$ cat config.mk
export PLATFORM = sky130hd
export DESIGN_NAME = cajero_param
export DESIGN_NICKNAME = d
export VERILOG_FILES = /design/src/rtl/cajero_pkg.sv /design/src/rtl/cajero_pin_capture.sv /design/src/rtl/cajero_param.sv
export SDC_FILE = /design/constraint.sdc
export NUM_CORES = 1
export LEC_CHECK = 0
export ABC_AREA = 1
export BUFFER_PORTS_ARGS = -buffer_cell sky130_fd_sc_hd__buf_2
export CORE_MARGIN = 2
export CORE_UTILIZATION = 40
export CTS_BUF_LIST = sky130_fd_sc_hd__clkbuf_4
export CTS_CLUSTER_DIAMETER = 80
export CTS_CLUSTER_SIZE = 10
export DETAILED_ROUTE_END_ITERATION = 8
export SLEW_MARGIN = 20
export SYNTH_ARGS = -nofsm -noshare
export SYNTH_HDL_FRONTEND = slang
export SYNTH_HIERARCHICAL = 1
export SYNTH_SLANG_ARGS = --single-unit
$ cat constraint.sdc
create_clock -name CLK -period 4.9 [get_ports CLK]
set_input_delay 0.245 -clock CLK [delete_from_list [all_inputs] [get_ports CLK]]
set_output_delay 0.245 -clock CLK [all_outputs]
set_load 0.01 [all_outputs]
$ cat src/rtl/cajero_pkg.sv
// Shared definitions for the parametrised ATM session controller.
// State encoding and transaction type constants.
package cajero_pkg;

    localparam logic [2:0] ST_IDLE      = 3'd0;
    localparam logic [2:0] ST_LEER_PIN  = 3'd1;
    localparam logic [2:0] ST_VERIFICAR = 3'd2;
    localparam logic [2:0] ST_TRANS     = 3'd3;
    localparam logic [2:0] ST_BLOQUEADO = 3'd4;

    typedef enum logic [2:0] {
        IDLE      = ST_IDLE,
        LEER_PIN  = ST_LEER_PIN,
        VERIFICAR = ST_VERIFICAR,
        TRANS     = ST_TRANS,
        BLOQUEADO = ST_BLOQUEADO
    } estado_t;

    localparam logic TIPO_DEPOSITO = 1'b0;
    localparam logic TIPO_RETIRO   = 1'b1;

endpackage

$ cat src/rtl/cajero_pin_capture.sv
// PIN digit capture: BCD shift register, digit counter,
// last-digit flag and comparison against the expected PIN.
module cajero_pin_capture #(
    parameter int N_DIGITS = 4
) (
    input  logic                  clk,
    input  logic                  rst,
    input  logic                  clr,
    input  logic                  stb,
    input  logic [3:0]            digito,
    input  logic [4*N_DIGITS-1:0] pin_correcto,
    output logic                  acepta,
    output logic                  done,
    output logic                  match
);

    localparam int CNT_W = $clog2(N_DIGITS + 1);
    localparam int SR_W  = 4 * N_DIGITS;

    logic [SR_W-1:0]  shreg_q, shreg_d;
    logic [CNT_W-1:0] cnt_q, cnt_d;
    logic [SR_W+3:0]  shreg_ext;

    assign shreg_ext = {shreg_q, digito};
    assign acepta    = stb && (digito <= 4'd9);
    assign match     = (shreg_q == pin_correcto);

    // Shift accepted digits in at the LSB and count them
    always_comb begin
        shreg_d = shreg_q;
        cnt_d   = cnt_q;
        done    = 1'b0;
        if (clr) begin
            cnt_d = '0;
        end else if (acepta) begin
            shreg_d = shreg_ext[SR_W-1:0];
            cnt_d   = cnt_q + CNT_W'(1);
            done    = (cnt_q == CNT_W'(N_DIGITS - 1));
        end
    end

    // Capture registers
    always_ff @(posedge clk or posedge rst) begin
        if (rst) begin
            shreg_q <= '0;
            cnt_q   <= '0;
        end else begin
            shreg_q <= shreg_d;
            cnt_q   <= cnt_d;
        end
    end

endmodule

$ cat src/rtl/cajero_param.sv
// ATM session controller: card, PIN with attempt limit,
// multi-transaction sessions, withdrawal cap and idle timeout.
module cajero_param
    import cajero_pkg::*;
#(
    parameter int              N_DIGITS      = 4,
    parameter int              BAL_W         = 64,
    parameter int              MONTO_W       = 32,
    parameter int              MAX_INTENTOS  = 3,
    parameter longint unsigned LIMITE_RETIRO = 100000,
    parameter int              TIMEOUT_CYC   = 1024
) (
    input  logic                  CLK,
    input  logic                  RESET,
    input  logic                  TARJETA_RECIBIDA,
    input  logic [4*N_DIGITS-1:0] PIN_CORRECTO,
    input  logic [3:0]            DIGITO,
    input  logic                  DIGITO_STB,
    input  logic                  TIPO_TRANS,
    input  logic [MONTO_W-1:0]    MONTO,
    input  logic                  MONTO_STB,
    input  logic                  FIN_SESION,
    input  logic [BAL_W-1:0]      BALANCE_INICIAL,
    output logic [BAL_W-1:0]      BALANCE_ACTUALIZADO,
    output logic                  BALANCE_STB,
    output logic                  ENTREGAR_DINERO,
    output logic                  FONDOS_INSUFICIENTES,
    output logic                  LIMITE_EXCEDIDO,
    output logic                  PIN_INCORRECTO,
    output logic                  ADVERTENCIA,
    output logic                  BLOQUEO,
    output logic                  TIMEOUT
);

    localparam int IW = $clog2(MAX_INTENTOS + 1);
    localparam int TW = $clog2(TIMEOUT_CYC + 1);
    localparam logic [TW-1:0]  TMR_LAST = TW'(TIMEOUT_CYC - 1);
    localparam logic [IW-1:0]  INT_MAX  = IW'(MAX_INTENTOS);
    localparam logic [IW-1:0]  INT_ADV  = IW'(MAX_INTENTOS - 1);
    localparam logic [BAL_W:0] LIM      = (BAL_W + 1)'(LIMITE_RETIRO);

    estado_t          estado_q, estado_d;
    logic [BAL_W-1:0] bal_q, bal_d;
    logic [BAL_W-1:0] suma_q, suma_d;
    logic [IW-1:0]    intentos_q, intentos_d;
    logic [TW-1:0]    tmr_q, tmr_d;
    logic             adv_q, adv_d;
    logic             bloq_q, bloq_d;
    logic             bal_stb_q, bal_stb_d;
    logic             entregar_q, entregar_d;
    logic             fondos_q, fondos_d;
    logic             limite_q, limite_d;
    logic             pin_inc_q, pin_inc_d;
    logic             timeout_q, timeout_d;

    logic             dig_ok, dig_done, pin_match;
    logic             strobe_ok;
    logic [IW-1:0]    intentos_inc;
    logic [BAL_W-1:0] monto_ext;
    logic [BAL_W:0]   dep_sum;
    logic [BAL_W-1:0] dep_sat;
    logic [BAL_W:0]   suma_nueva;

    cajero_pin_capture #(
        .N_DIGITS (N_DIGITS)
    ) u_pin (
        .clk          (CLK),
        .rst          (RESET),
        .clr          (estado_q != LEER_PIN),
        .stb          (DIGITO_STB && (estado_q == LEER_PIN)),
        .digito       (DIGITO),
        .pin_correcto (PIN_CORRECTO),
        .acepta       (dig_ok),
        .done         (dig_done),
        .match        (pin_match)
    );

    assign intentos_inc = intentos_q + IW'(1);
    assign monto_ext    = BAL_W'(MONTO);
    assign dep_sum      = {1'b0, bal_q} + {1'b0, monto_ext};
    assign dep_sat      = dep_sum[BAL_W] ? '1 : dep_sum[BAL_W-1:0];
    assign suma_nueva   = {1'b0, suma_q} + {1'b0, monto_ext};

    // Next-state, arithmetic and output pulse decisions
    always_comb begin
        estado_d   = estado_q;
        bal_d      = bal_q;
        suma_d     = suma_q;
        intentos_d = intentos_q;
        tmr_d      = '0;
        adv_d      = adv_q;
        bloq_d     = bloq_q;
        bal_stb_d  = 1'b0;
        entregar_d = 1'b0;
        fondos_d   = 1'b0;
        limite_d   = 1'b0;
        pin_inc_d  = 1'b0;
        timeout_d  = 1'b0;
        strobe_ok  = 1'b0;
        unique case (estado_q)
            IDLE: begin
                if (TARJETA_RECIBIDA) begin
                    bal_d    = BALANCE_INICIAL;
                    suma_d   = '0;
                    estado_d = LEER_PIN;
                end
            end
            LEER_PIN: begin
                strobe_ok = dig_ok;
                if (dig_done) begin
                    estado_d = VERIFICAR;
                end else if (!dig_ok && tmr_q == TMR_LAST) begin
                    timeout_d = 1'b1;
                    estado_d  = IDLE;
                end
            end
            VERIFICAR: begin
                if (pin_match) begin
                    intentos_d = '0;
                    adv_d      = 1'b0;
                    estado_d   = TRANS;
                end else begin
                    intentos_d = intentos_inc;
                    pin_inc_d  = 1'b1;
                    if (intentos_inc == INT_MAX) begin
                        bloq_d   = 1'b1;
                        estado_d = BLOQUEADO;
                    end else begin
                        if (intentos_inc == INT_ADV) begin
                            adv_d = 1'b1;
                        end
                        estado_d = LEER_PIN;
                    end
                end
            end
            TRANS: begin
                if (MONTO_STB && MONTO != '0) begin
                    strobe_ok = 1'b1;
                    if (TIPO_TRANS == TIPO_DEPOSITO) begin
                        bal_d     = dep_sat;
                        bal_stb_d = 1'b1;
                    end else if (TIPO_TRANS == TIPO_RETIRO) begin
                        if (monto_ext > bal_q) begin
                            fondos_d = 1'b1;
                        end else if (suma_nueva > LIM) begin
                            limite_d = 1'b1;
                        end else begin
                            bal_d      = bal_q - monto_ext;
                            suma_d     = suma_nueva[BAL_W-1:0];
                            entregar_d = 1'b1;
                            bal_stb_d  = 1'b1;
                        end
                    end
                end
                if (FIN_SESION) begin
                    estado_d = IDLE;
                end else if (!strobe_ok && tmr_q == TMR_LAST) begin
                    timeout_d = 1'b1;
                    estado_d  = IDLE;
                end
            end
            BLOQUEADO: begin
                estado_d = BLOQUEADO;
            end
            default: begin
                estado_d = IDLE;
            end
        endcase
        // Idle timer runs only while waiting for the user
        if ((estado_q == LEER_PIN || estado_q == TRANS) &&
            estado_d == estado_q && !strobe_ok) begin
            tmr_d = tmr_q + TW'(1);
        end
    end

    // Single register bank for FSM, datapath and outputs
    always_ff @(posedge CLK or posedge RESET) begin
        if (RESET) begin
            estado_q   <= IDLE;
            bal_q      <= '0;
            suma_q     <= '0;
            intentos_q <= '0;
            tmr_q      <= '0;
            adv_q      <= 1'b0;
            bloq_q     <= 1'b0;
            bal_stb_q  <= 1'b0;
            entregar_q <= 1'b0;
            fondos_q   <= 1'b0;
            limite_q   <= 1'b0;
            pin_inc_q  <= 1'b0;
            timeout_q  <= 1'b0;
        end else begin
            estado_q   <= estado_d;
            bal_q      <= bal_d;
            suma_q     <= suma_d;
            intentos_q <= intentos_d;
            tmr_q      <= tmr_d;
            adv_q      <= adv_d;
            bloq_q     <= bloq_d;
            bal_stb_q  <= bal_stb_d;
            entregar_q <= entregar_d;
            fondos_q   <= fondos_d;
            limite_q   <= limite_d;
            pin_inc_q  <= pin_inc_d;
            timeout_q  <= timeout_d;
        end
    end

    assign BALANCE_ACTUALIZADO  = bal_q;
    assign BALANCE_STB          = bal_stb_q;
    assign ENTREGAR_DINERO      = entregar_q;
    assign FONDOS_INSUFICIENTES = fondos_q;
    assign LIMITE_EXCEDIDO      = limite_q;
    assign PIN_INCORRECTO       = pin_inc_q;
    assign ADVERTENCIA          = adv_q;
    assign BLOQUEO              = bloq_q;
    assign TIMEOUT              = timeout_q;

endmodule

; Word level (Yosys, flattened, before mapping)
; Index checks and enable logic that the tools add are counted.
[totals]
reg_bits = 171
in_bits = 123
output_inout_bits = 72
wordCells = 123
[op_classes]
add_sub_neg = 6
order_cmp = 3
n_eq_ne = 19
mux = 57
bitwise = 2
n_reduce_logical = 21
[ops]
columns = cell, count
row1 = $mux 64, 11
row2 = $pmux 64 s2, 2
row3 = $add 64x32->65, 2
row4 = $gt 65x17->1 const B, 1
row5 = $gt 32x64->1, 1
row6 = $sub 64x32->64, 1
row7 = $reduce_bool 32->1, 1
row8 = $mux 1, 30
row9 = $mux 3, 9
row10 = $eq 16x16->1, 1
row11 = $pmux 3 s5, 1
row12 = $ne 2x2->1 const B, 6
row13 = $add 11x1->11 const B, 1
row14 = $eq 11x10->1 const B, 1
row15 = $mux 11, 1
row16 = $eq 3x2->1 const B, 3
row17 = $logic_and 1x1->1, 7
row18 = $ne 3x3->1 const B, 2
row19 = $reduce_and 3->1, 2
row20 = $reduce_and 6->1, 1
row21 = $reduce_bool 2->1, 3
row22 = $reduce_and 5->1, 1
row23 = $eq 2x2->1 const B, 2
row24 = $le 4x4->1 const B, 1
row25 = 13 further kinds, 17

; Logic depth before layout (Yosys ltp)
[logic_depth]
word_depth = 13
mapped_depth = 27

; Hierarchy
; Netlist, hierarchy kept.
[by_module_without_submodules]
columns = module, instances, cells_per_inst, area_per_inst_um2
row1 = cajero_param, 1, 3026, 17702.0
row2 = cajero_pin_capture, 1, 131, 1044.8

; Least setup slack after synthesis
; No wires, ideal clock.
[synth_path]
path_kind = reg-to-reg
from = register suma_q[0]
to = register suma_q[36]
setup_ps = 119
t_arrival_ps = 2865
t_required_ps = 4781
slack_ps = 1915
stages_incl_launch_ff = 25
path_buffers = 2
synth_period_minus_slack_ps = 2985
path_cell_list = dfrtp_1 -> ha_1 -> fa_1 -> nand2_1 -> nand2_1 -> nand3_1 -> nand2_1 -> nand2_1 -> nand2_2 -> nand2_2 -> nand2_2 -> nand3_1 -> nor2_1 -> a21oi_1 -> nand2_1 -> nor2_1 -> nand3_2 -> nor2_4 -> nand4_2 -> nand2_2 -> nand2_4 -> clkinv_2 -> buf_8 -> buf_12 -> nor2_4
[synth_between]
elab_chain_len = 6
elab_cells_between_ends = 9
classes_between = add/sub: 1 / order compare: 1 / eq/ne: 1 / mux: 5 / reduce/logical: 1
[synth_rtl]
columns = item, line
row1 = start: declaration, cajero_param.sv:44  ; logic [BAL_W-1:0] suma_q, suma_d;
row2 = start signal: assignment, cajero_param.sv:195  ; suma_q <= suma_d;
row3 = $add 64x32->65 *, cajero_param.sv:82  ; assign suma_nueva = {1'b0, suma_q} + {1'b0, monto_ext};
row4 = "parallel branches: the longest is 5 deep, another holds $gt 65x17->1", -
; Mark *: on every way between the ends. The select of a mux whose other input is x is not followed.
; A chain may end at the register's enable or synchronous reset.

; Worst setup path after layout
[layout_path]
from = register bal_q[0], in the netlist BALANCE_ACTUALIZADO[0]
to = register suma_q[23]
[layout_between]
elab_chain_len = 3
[layout_rtl]
columns = item, line
row1 = start: declaration, cajero_param.sv:43  ; logic [BAL_W-1:0] bal_q, bal_d;
row2 = start signal: assignment, cajero_param.sv:194  ; bal_q <= bal_d;
row3 = $gt 32x64->1, cajero_param.sv:143  ; if (monto_ext > bal_q) begin
row4 = $ne 2x2->1 (no line), -
row5 = $reduce_and 6->1 (no line), -
; Every way passes these cells.

==> results_dict.tcl <==
set metrics [dict create \
    path_buf_inv 5 \
    maxCapViolations 0 \
    fin_nets 3629 \
    drive_above_1_share_pct 10.5 \
    cts-root-buf "clkbuf_4" \
    hold_path.class "input pin to register" \
    pre_cts_ws_ps 434 \
    fin_worst_skew_ps 30.4 \
    setup_ws_ps 435 \
    cp_top_family "simple AND/OR/NAND/NOR gates" \
    drc 0 \
    hold_viol 0 \
    power.leakage_uw 0.0116 \
    drtIter0Drc 1882 \
    min_path_cells 5 \
    pin_count 195 \
    area_growth_pct 14.3 \
    synthesis.nets 3384 \
    outcome "finished, final reports clean" \
    firstDrtPassIters 6 \
    power_density_nw_per_um2 162 \
    r2r-start "BALANCE_ACTUALIZADO[0]" \
    numCtsBuffers 17 \
    r2r_slack_ps 430 \
    post_dp_cell_area_um2 20300 \
    clk_pin_slew_ps 160 \
    netlist_instances 3157 \
    grt_pass1_wl_um 116000 \
    worstPathArrival_ps 5190 \
    ys_seq_area_share_pct 22.8 \
    required_ps 5620 \
    rows 79 \
    seqPwrFrac_pct 43.5 \
    die-area_um2 48600 \
    ys_async_sr_fraction_pct 100 \
    routed_wl_um 76100 \
    swShare_pct 39.8 \
    p_clk_share_pct 25.5 \
    grt_overflow_total 0 \
    fillers 5038 \
    cts-htree-levels 4 \
    max_stage_delay_ps 510 \
    worst_hold_startpoint "MONTO_STB" \
    worstSetupEndpointType "register" \
    peakVddDrop_mv 0.143 \
    die_w_um 220 \
    routedWlPerCell_um 18.9 \
    critPathKind "register to register" \
    syn_area_um2 18700 \
    fmax_mhz 224 \
    maxSlewHeadroom_pct 35.6 \
    syn_area_per_cell_um2 5.94 \
    rsz0062_at_grt "false" \
    yosysWarnings 6 \
    place_hpwl_um 60200 \
    report.final.slew_viol_count 0 \
    synth-main-ff-cell "dfrtp_1" \
    initial_core_util_pct 40.4 \
    synth_edf_count 0 \
    cp-startpoint "BALANCE_ACTUALIZADO[0]" \
    grt.total_usage_pct 31.5 \
    cts_sinks 171 \
    grt_max_degree 98 \
    path_cells "inv_1 -> ha_1 -> fa_1 -> inv_1 -> nand3_1 -> nand2_1 -> a21oi_1 -> o21ai_1 -> buf_4 -> nand2_1 -> o211ai_1 -> nand2_1 -> nand3_1 -> or3_1 -> nand4_2 -> nand2_2 -> nand2_4 -> clkinv_2 -> buf_4 -> nor2_4" \
    fin_crit_ps 4470 \
    hold_end "estado_q[1]" \
    gp_congestion 1.02 \
    via_per_inst 5.35 \
    p_sw_uw 1380 \
    critical_path.most_common_cell "nand2_1" \
    detail-route-antenna-nets 0 \
    intPower_uw 2090 \
    combPwrFrac_pct 31.0 \
    port_buffers 194 \
    antenna_found_initial 2 \
    r2r_end "suma_q[23]" \
    stdcell_area_um2 21400 \
    clock_path_buffers 2 \
    insertion_delay_ps 800 \
    fin_tns_setup_ps 0 \
    max_slew.worst_pin.slew_ps 961 \
    synth-seq-cells 171 \
    die_h_um 220 \
    start_kind "register" \
    p_total_uw 3470 \
    synth_cell_types 54 \
    setup_viol 0 \
    timing.hold.ws_ps 64.3 \
    min_period_over_period_pct 91.1 \
    cts-resized-gates 0 \
    grt_pass1_vias 20500 \
    r2r_cells 20 \
    crit_slowest_cell "or3_1" \
    cts_tree "done" \
    cp_max_fo 18 \
    core-area_um2 46400 \
    num_vias 21500 \
]
## sequential cells by signal (all words and copies together) (netlist names)
register              flops
BALANCE_ACTUALIZADO      64
TIMEOUT                   1
estado_q                  3
suma_q                   64
PIN_INCORRECTO            1
FONDOS_INSUFICIENTES      1
LIMITE_EXCEDIDO           1
ADVERTENCIA               1
u_pin/cnt_q               3
BALANCE_STB               1
ENTREGAR_DINERO           1
BLOQUEO                   1
intentos_q                2
u_pin/shreg_q            16
tmr_q                    11
## per-layer routing
metal  wire length, µm  vias up  track usage (%)
met3              4850      148             4.43
met4              2820        0             13.0
met5                 0        -                0
met1             32500    10100             40.1
li1                  -    10500                -
met2             35900      763             53.4
## metrics by stage
step                utilization (%)  cells
global route                   46.2   4024
detailed placement             43.7   3900
finish                         46.2   4026
CTS                            46.2   4022
floorplan                         -   3157
global placement               43.7   3900
## cells in the mapped netlist (12+ instances only)
| master | count | area [µm²] |
|---|---|---|
| or2_2 | 17 | 106 |
| clkbuf_1 | 45 | 169 |
| o21ai_0 | 131 | 656 |
| a21oi_1 | 159 | 796 |
| dfrtp_1 | 171 | 4280 |
| nand3_1 | 252 | 1260 |
| nor2_1 | 381 | 1430 |
| xor2_1 | 49 | 429 |
| nor4_1 | 23 | 144 |
| inv_1 | 495 | 1860 |
| ha_1 | 101 | 1260 |
| o21bai_1 | 16 | 120 |
| o211ai_1 | 14 | 105 |
| inv_2 | 16 | 60.1 |
| nand2_1 | 935 | 3510 |
| a31oi_1 | 28 | 175 |
| xnor2_1 | 26 | 228 |
| nand4_1 | 64 | 400 |
| nor3_1 | 60 | 300 |
| buf_2 | 19 | 95.1 |
| nor2_4 | 35 | 394 |
| nand2_2 | 12 | 75.1 |
## timing repair
action / CTS / global route
hold buffers: 90 / 0
hold endpoints to repair: 159 / 0
setup buffers: 0 / 0
## worst register-to-register path, cell delays in order, from the launching register on
cell and delay (ps):
dfrtp_1 440, inv_1 70, ha_1 180, fa_1 220, inv_1 70, nand3_1 60, nand2_1 100, a21oi_1 260
o21ai_1 120, buf_4 160, nand2_1 50, o211ai_1 180, nand2_1 180, nand3_1 200, or3_1 510, nand4_2 220
nand2_2 210, nand2_4 260, clkinv_2 410, buf_4 400, nor2_4 100
## cell usage in the layout (no fill, tap or decap), types with 4 or more instances in the layout
master and instances:
nand3b_1 10, inv_2 16, nand4_1 64, nand3_1 251
o21ai_0 131, o21ai_1 6, nand2_2 13, nor2_4 36
a21o_1 10, o211ai_1 14, diode_2 4, o21a_1 5
inv_1 494, nor2_1 380, dlygate4sd3_1 90, or2_2 17
dfrtp_1 171, a21oi_1 159, buf_2 194, clkbuf_4 19
inv_6 4, o21ai_2 4, nor2_2 11, nand2_1 934
buf_4 22, xnor2_1 26, o21bai_1 16, nor3b_1 5
nor4_1 23, nor3_1 60, xor2_1 49, a31oi_1 28
a21boi_0 6, clkinv_1 5, ha_1 101, nand3_2 4
## power groups by stage
stage / sequential [µW] / clock (µW) / combinational [µW]
2_1_floorplan: 1510 / 0 / 660
3_3_place_gp: 1530 / 0 / 996
3_5_place_dp: 1530 / 0 / 1000
4_1_cts: 1510 / 923 / 1060
5_1_grt: 1510 / 963 / 1190
6_report: 1510 / 885 / 1070
## logic make-up after synthesis
family	share of synthesized area (%)
xor gates and xnor gates	3.50
adders and majority gates	7.06
muxes	0.0534
DFF	22.8
buffers and inverters	12.8
and+or+nand+nor	42.3
AOI/OAI and AO/OA	11.4
## final cells by class
cell class                      count  area [µm²]  share of cell area, %
Inverter                          516        1940                   9.07
Multi-Input combinational cell   2387       12100                   56.4
Clock inverter                     13         119                  0.555
Clock buffer                       19         143                  0.666
Sequential cell                   171        4280                   20.0
Timing Repair Buffer              309        2100                   9.79
Antenna cell                        4        10.0                 0.0467
Tap cell                          607         759                   3.54
## worst max path at each step
stage,to,depth (start not counted)
final,suma_q[23],20
after floorplan,ADVERTENCIA,1
after detailed placement,suma_q[29],24
after global placement,suma_q[17],17
after CTS,suma_q[23],23
after global routing,suma_q[23],25
No activity file was read; power rests on OpenSTA's default activity.
